**config.mk**
```make
export PLATFORM = sky130hd
export DESIGN_NAME = idle_detector
export DESIGN_NICKNAME = d
export VERILOG_FILES = /design/src/rtl/idle_detector_pkg.sv /design/src/rtl/idle_detector.sv
export SDC_FILE = /design/constraint.sdc
export NUM_CORES = 1
export LEC_CHECK = 0
export CORE_MARGIN = 1.5
export CORE_UTILIZATION = 45
export CTS_BUF_LIST = sky130_fd_sc_hd__clkbuf_8
export DETAILED_ROUTE_END_ITERATION = 16
export PLACE_DENSITY = 0.95
export RECOVER_POWER = 25
export REMOVE_ABC_BUFFERS = 1
export SLEW_MARGIN = 20
export SYNTH_ARGS = -nofsm -noshare
export SYNTH_HDL_FRONTEND = slang
export SYNTH_SLANG_ARGS = --single-unit
```
**constraint.sdc**
```tcl
create_clock -name clk -period 2 [get_ports clk]
set_input_delay 0.3 -clock clk [delete_from_list [all_inputs] [get_ports clk]]
set_output_delay 0.3 -clock clk [all_outputs]
set_load 0.05 [all_outputs]
```
**src/rtl/idle_detector_pkg.sv**
```systemverilog
// Shared link-layer constants: symbols, lane count and FSM encoding.
package idle_detector_pkg;

  localparam int unsigned LANES = 4;

  localparam logic [7:0] COM_SYM  = 8'hBC;
  localparam logic [7:0] IDLE_SYM = 8'h7C;

  typedef enum logic [1:0] {
    ST_SEARCH = 2'd0,
    ST_ALIGN  = 2'd1,
    ST_ACTIVE = 2'd2,
    ST_BAD    = 2'd3
  } link_st_e;

endpackage

```
**src/rtl/idle_detector.sv**
```systemverilog
// Lane COM/IDLE watcher producing IDL, with a one-cycle aligned data path.
module idle_detector
  import idle_detector_pkg::*;
#(
  parameter logic [7:0] COM_S  = COM_SYM,
  parameter logic [7:0] IDLE_S = IDLE_SYM,
  parameter int unsigned COM_COUNT  = 4,
  parameter int unsigned IDLE_COUNT = 4,
  parameter int unsigned CNT_W      = 3
) (
  input  logic       clk,
  input  logic       reset,
  input  logic [7:0] data_in0,
  input  logic [7:0] data_in1,
  input  logic [7:0] data_in2,
  input  logic [7:0] data_in3,
  input  logic       valid0,
  input  logic       valid1,
  input  logic       valid2,
  input  logic       valid3,
  output logic [7:0] data_out0,
  output logic [7:0] data_out1,
  output logic [7:0] data_out2,
  output logic [7:0] data_out3,
  output logic       valid_out0,
  output logic       valid_out1,
  output logic       valid_out2,
  output logic       valid_out3,
  output logic       IDL,
  output logic [1:0] state,
  output logic       align_err
);

  localparam logic [CNT_W-1:0] COM_LAST  = CNT_W'(COM_COUNT - 1);
  localparam logic [CNT_W-1:0] IDLE_LAST = CNT_W'(IDLE_COUNT - 1);
  localparam logic [CNT_W-1:0] CNT_MAX   = '1;

  logic [LANES-1:0][7:0] lane;
  logic [LANES-1:0]      vld;
  logic [LANES-1:0]      is_com;
  logic [LANES-1:0]      is_idle;
  logic all_v, all_com, any_com, idle_cyc;

  link_st_e st_q, st_d;
  logic [CNT_W-1:0] com_cnt_q, com_cnt_d;
  logic [CNT_W-1:0] idle_cnt_q, idle_cnt_d;
  logic idl_q, idl_d;
  logic err_q, err_d;
  logic [LANES-1:0][7:0] dat_q;
  logic [LANES-1:0]      vld_q;

  assign lane = {data_in3, data_in2, data_in1, data_in0};
  assign vld  = {valid3, valid2, valid1, valid0};

  always_comb begin
    is_com  = '0;
    is_idle = '0;
    for (int i = 0; i < LANES; i++) begin
      is_com[i]  = lane[i] == COM_S;
      is_idle[i] = !vld[i] || (lane[i] == IDLE_S);
    end
  end

  assign all_v    = &vld;
  assign all_com  = all_v && (&is_com);
  assign any_com  = |(vld & is_com);
  assign idle_cyc = &is_idle;

  always_ff @(posedge clk or posedge reset) begin
    if (reset) begin
      st_q       <= ST_SEARCH;
      com_cnt_q  <= '0;
      idle_cnt_q <= '0;
      idl_q      <= 1'b0;
      err_q      <= 1'b0;
      dat_q      <= '0;
      vld_q      <= '0;
    end else begin
      st_q       <= st_d;
      com_cnt_q  <= com_cnt_d;
      idle_cnt_q <= idle_cnt_d;
      idl_q      <= idl_d;
      err_q      <= err_d;
      dat_q      <= lane;
      vld_q      <= vld;
    end
  end

  always_comb begin
    st_d = st_q;
    unique case (st_q)
      ST_SEARCH: begin
        if (all_com && com_cnt_q == COM_LAST)
          st_d = ST_ALIGN;
      end
      ST_ALIGN: begin
        if (all_com)
          st_d = ST_ALIGN;
        else if (all_v && !any_com)
          st_d = ST_ACTIVE;
        else if (any_com)
          st_d = ST_SEARCH;
      end
      ST_ACTIVE: begin
        if (all_com)
          st_d = ST_SEARCH;
        else if (idle_cyc && idle_cnt_q == IDLE_LAST)
          st_d = ST_SEARCH;
      end
      default: st_d = ST_SEARCH;
    endcase
  end

  // Counters only run in their own state and clear on any transition.
  always_comb begin
    com_cnt_d  = '0;
    idle_cnt_d = '0;
    err_d      = 1'b0;
    idl_d      = st_d == ST_ACTIVE;
    if (st_d == st_q) begin
      if (st_q == ST_SEARCH && all_com)
        com_cnt_d = (com_cnt_q == CNT_MAX) ? com_cnt_q : com_cnt_q + 1'b1;
      if (st_q == ST_ACTIVE && idle_cyc)
        idle_cnt_d = (idle_cnt_q == CNT_MAX) ? idle_cnt_q : idle_cnt_q + 1'b1;
    end
    if (st_q == ST_ALIGN && !all_com && any_com)
      err_d = 1'b1;
  end

  assign data_out0  = dat_q[0];
  assign data_out1  = dat_q[1];
  assign data_out2  = dat_q[2];
  assign data_out3  = dat_q[3];
  assign valid_out0 = vld_q[0];
  assign valid_out1 = vld_q[1];
  assign valid_out2 = vld_q[2];
  assign valid_out3 = vld_q[3];
  assign IDL        = idl_q;
  assign state      = st_q;
  assign align_err  = err_q;

endmodule
```
# [Word-level counts from Yosys, hierarchy flattened]
# Cells that the tools add are included.
[op_classes] add_sub_neg=2 bitwise=1 reduce_logical=23 mux=14 eq_ne=18
[ops] op="8-bit by 7-bit equality test with 1-bit output, second input constant" n=4
[ops] op="8-bit equality test, second input constant" n=4
[ops] op="3-bit two-way mux" n=6
[ops] op="2-bit two-way mux" n=6
[ops] op="4-bit AND reduction" n=3
[ops] op="1-bit logical AND" n=8
[ops] op="3-bit by 1-bit adder with 3-bit output, second input constant" n=2
[ops] op="3-bit by 2-bit equality test with 1-bit output, second input constant" n=2
[ops] op="3-bit equality test, second input constant" n=2
[ops] op="1-bit logical NOT" n=6
[ops] op="3-bit inequality test, second input constant" n=2
[ops] op="2-bit case mux with 3 select lines" n=1
[ops] op="4-bit bitwise AND" n=1
[ops] op="2-bit equality test, second input constant" n=2
[ops] op="1-bit logical OR" n=4
[ops] op="4-bit OR reduction" n=1
[ops] op="2-bit by 1-bit equality test with 1-bit output, second input constant" n=1
[ops] op="2-bit equality test" n=1
[ops] op="2-bit logical NOT" n=1
[ops] op="1-bit two-way mux" n=1
[word_totals] wordCells=68 in_bits=38 regBits=46 output_inout_bits=40

# [Depth between registers and ports, before layout]
# Gate-level depths: netlist (run 1).
[logic_depth] ltp_word=10 ltp_mapped=5 mapped_depth_nobuf=5

# [Least setup slack after synthesis (run 1)]
# No wires, ideal clock.
[synth_timing] path_type="flip-flop to flip-flop" startpoint="register st_q[1], in the netlist state[1]" endpoint="register idl_q, in the netlist IDL" period_less_slack_ns=1.396 stages_incl_launch_ff=4 t_arrival_ns=1.326 required_ns=1.930 setup_slack_ns=0.604 n_path_buf=0 setup_ns=0.070 cell_sequence="dfrtp_1 nand2b_1 or4_4 nand2_1"
[synth_via] elab_chain_len=5 elab_cells_between_ends=11 classes_between="3 x eq/ne; 7 x mux; 1 x reduce/logical"
[synth_lines] element="start, declared" line="idle_detector.sv:44" rtl="link_st_e st_q, st_d;"
[synth_lines] element="start signal, assigned" line="idle_detector.sv:79" rtl="st_q <= st_d;"
[synth_lines] element="2-bit two-way mux" line="idle_detector.sv:101" rtl="else if (any_com)"
[synth_lines] element="2-bit two-way mux" line="idle_detector.sv:99" rtl="else if (all_v && !any_com)"
[synth_lines] element="2-bit two-way mux" line="idle_detector.sv:97" rtl="if (all_com)"
[synth_lines] element="2-bit case mux with 3 select lines *" line="idle_detector.sv:91" rtl="unique case (st_q)"
[synth_lines] element="2-bit equality test *" line="idle_detector.sv:119" rtl="idl_d = st_d == ST_ACTIVE;"
[synth_lines] element="via idl_d" line="idle_detector.sv:47" rtl="logic idl_q, idl_d;"
[synth_lines] element="end signal, assigned" line="idle_detector.sv:82" rtl="idl_q <= idl_d;"
[synth_lines] element="end, declared" line="idle_detector.sv:47"
# Mark *: on every way through the listed nets, which the timed path passes. The rest lies on a longest branch.
# A chain may end at the register's enable or synchronous reset.

# [Final worst setup path (run 1)]
[layout_timing] startpoint="register st_q[1], in the netlist state[1]" endpoint="output port state[1]"
[layout_rtl] element="end, declared" line="idle_detector.sv:30" rtl="output logic [1:0] state,"
# No word-level cell between the ends.

==> results of run 1 <==
[metrics by stage]
step / hold WS (ps) / power [mW] / utilization, % / setup TNS [ps] / instances
2_1_floorplan: 331 / 1.17 / - / 0 / 112
3_3_place_gp: 556 / 1.36 / 70.5 / -16.4 / 239
3_5_place_dp: 586 / 1.37 / 70.5 / -19.7 / 239
4_1_cts: 338 / 1.94 / 73.1 / 0 / 247
5_1_grt: 364 / 1.99 / 73.1 / 0 / 247
6_report: 331 / 1.91 / 73.1 / 0 / 247
[kinds of logic after synthesis]
kind of cell               synth area share (%)
xor gates and xnor gates                   1.03
muxes                                      1.18
and+or+nand+nor                            19.9
adders and majority gates                  4.41
DFF                                        67.6
buffers and inverters                      1.32
AOI/OAI and AO/OA                          4.56
[report_power, final]
group	leakage [nW]	internal, mW	total [mW]	switching (mW)
Combinational	0.528	0.136	0.355	0.219
Sequential	0.559	0.967	0.980	0.0129
Clock	0.0472	0.278	0.580	0.302
[worst max path at each step]
stage / endpoint / slack (ps) / cells past startpoint
floorplan: IDL$_DFF_PP0_ / 600 / 3
CTS: state[1] / 70 / 1
finish: state[1] / 70 / 1
global route: state[1] / 30 / 1
detailed placement: IDL$_DFF_PP0_ / -20 / 6
global placement: IDL$_DFF_PP0_ / -8 / 6
[final cells by class]
type / instances / area share, %
Clock buffer: 6 / 3.11
Clock inverter: 2 / 0.471
Inverter: 6 / 0.848
Multi-Input combinational cell: 60 / 19.9
Sequential cell: 46 / 43.4
Tap cell: 48 / 2.26
Timing Repair Buffer: 79 / 30.1
[synthesized netlist by cell type, types with 2 or more instances]
cell / instances / area, µm²
a22o_1: 2 / 17.5
nand4bb_4: 3 / 82.6
a21oi_1: 3 / 15.0
o21ai_0: 4 / 20.0
mux2i_1: 2 / 20.0
ha_1: 6 / 75.1
nand4_1: 2 / 12.5
inv_1: 6 / 22.5
xor2_1: 2 / 17.5
dfrtp_1: 46 / 1150
nor2_1: 6 / 22.5
nand4b_1: 5 / 43.8
nand2b_1: 3 / 18.8
nor4_1: 6 / 37.5
nand2_1: 5 / 18.8
[layer usage]
metal  vias to the layer above  share of wire (%)  wire (µm)  GRT usage (%)
met5                         -                  0          0              0
met4                         0                3.8        168           14.9
met3                        13                4.3        187           4.69
met2                        47                 56       2480           43.1
met1                       630                 35       1560           24.9
li1                        576                  -          -              -
[flip-flops by register name (all words and copies together) (netlist names)]
signal / count
align_err: 1
IDL: 1
vld_q: 4
data_out1: 8
data_out2: 8
state: 2
idle_cnt_q: 3
com_cnt_q: 3
data_out0: 8
data_out3: 8
==> impl_metrics.csv, run 1 <==
group,metric,value,unit
status,outcome,"finished, final reports clean",
setup_path,endpoint_kind,"output pin",
synthesis,syn_inst,112,
synthesis,synth_ff_type,"dfrtp_1",
floorplan,die_w,64.5,µm
setup_path,rr_endpoint,"com_cnt_q[0]$_DFFE_PP0P_",
setup_path,slowest_delay,850,ps
pwr,leakage,1.13,nW
final_layout,layout.nets,242,
setup_path,slowest_stage,"clkdlybuf4s50_1",
floorplan,fp.coreArea,3630,µm²
clock_tree,cts_hold_buffers,0,
sta,setup_violations,0,
setup_path,rr_worst_depth,4,
setup_path,cp_cell_sequence,"clkdlybuf4s50_1",
flow_run,drv_cap,0,
sta,slew-limit-headroom,55.7,%
final_layout,diodes,0,
setup_path,cp-start-kind,"flip-flop",
final_layout,drive_gt1_share,10.1,%
setup_path,arrival,1630,ps
min_path,hold_path_class,"in -> async",
synthesis,ys_types,26,
setup_path,crit_fanout,8,
sta,fin_ws,69.5,ps
routing,routed_wl,4400,µm
floorplan,die-area,4160,µm²
routing,dr.pass1.iters,4,
sta,final_max_slew_viol_count,0,
routing,via_per_inst,5.13,
placement,io_buffer_count,77,
sta,rsz0062_at_grt,"false",
routing,drt_iter0_drc,53,
synthesis,yosysWarningCount,0,
clock_tree,postCtsResizedCells,0,
synthesis,synth_edf_count,0,
global_route,grt_max_degree,24,
setup_path,path_class,"reg -> out",
placement,placed_area,2560,µm²
sta,min_period_over_period,96.5,%
routing,vias,1266,
final_layout,final_common_cell,"dfrtp_1",
sta,hold_violations,0,
setup_path,startpoint,"state[1]$_DFF_PP0_",
routing,ant_nets,0,
final_layout,final_cell_mix,"dfrtp_1, clkdlybuf4s50_1, dlygate4sd3_1",
setup_path,worst_ep_required_time,1700,ps
synthesis,async_reset_ff_share,100,%
final_layout,final_cell_area,2660,µm²
sta,worstMarginPinSlew,661,ps
floorplan,die_h,64.5,µm
clock_tree,clkSinkCount,46,
setup_path,r2r_slack,570,ps
synthesis,ys_seq_elements,46,
placement,place.gp.congestion,0.751,
routing,drcViolationCount,0,
placement,post-place-ws,-19.3,ps
floorplan,rows,22,
final_layout,area_growth,56.0,%
clock_tree,clkLatencyLatePin,300,ps
routing,wl_per_cell,17.8,µm
setup_path,critical_path.top_delay_family,"buffers and inverters",
sta,fmax,518,MHz
setup_path,critPathBufInv,1,
synthesis,synth.avg_cell_area,15.2,µm²
clock_tree,cts_tree,"done",
clock_tree,htreeDepth,2,
global_route,antenna_found_initial,0,
final_layout,multi_input_area,528,µm²
floorplan,num_io_pins,78,
clock_tree,root_buffer,"clkbuf_8",
pwr,cellPowerDensity,721,nW/µm²
synthesis,synth_area,1700,µm²
sta,fin_crit,1930,ps
global_route,grt_pass1_wl,7020,µm
sta,fin_worst_skew,2.92,ps
synthesis,yosysSeqAreaShare,67.6,%
global_route,grtUsageTotal,23.7,%
clock_tree,cts_max_path_buffers,2,
floorplan,initial_core_util,46.8,%
placement,dp_hpwl,3380,µm
clock_tree,clk_pin_slew,80,ps
global_route,grt_pass1_vias,1357,
setup_path,r2r-start,"com_cnt_q[0]$_DFFE_PP0P_",
clock_tree,numCtsBuffers,5,
final_layout,nFillCells,231,
final_layout,seq_area,1150,µm²
pwr,ir_drop,0.000641,V
clock_tree,cts_setup_buffers,0,
global_route,grt_overflow,0,
(Power assumes the default switching activity.)
==> run 2: changes to the inputs <==
--- a/config.mk
+++ b/config.mk
@@ -12,7 +12,7 @@
 export PLACE_DENSITY = 0.95
 export RECOVER_POWER = 25
 export REMOVE_ABC_BUFFERS = 1
-export SLEW_MARGIN = 20
+export SLEW_MARGIN = 25
 export SYNTH_ARGS = -nofsm -noshare
 export SYNTH_HDL_FRONTEND = slang
 export SYNTH_SLANG_ARGS = --single-unit
==> results of run 2 <==
No change in the layout: final DEF, timing and power equal those of run 1.
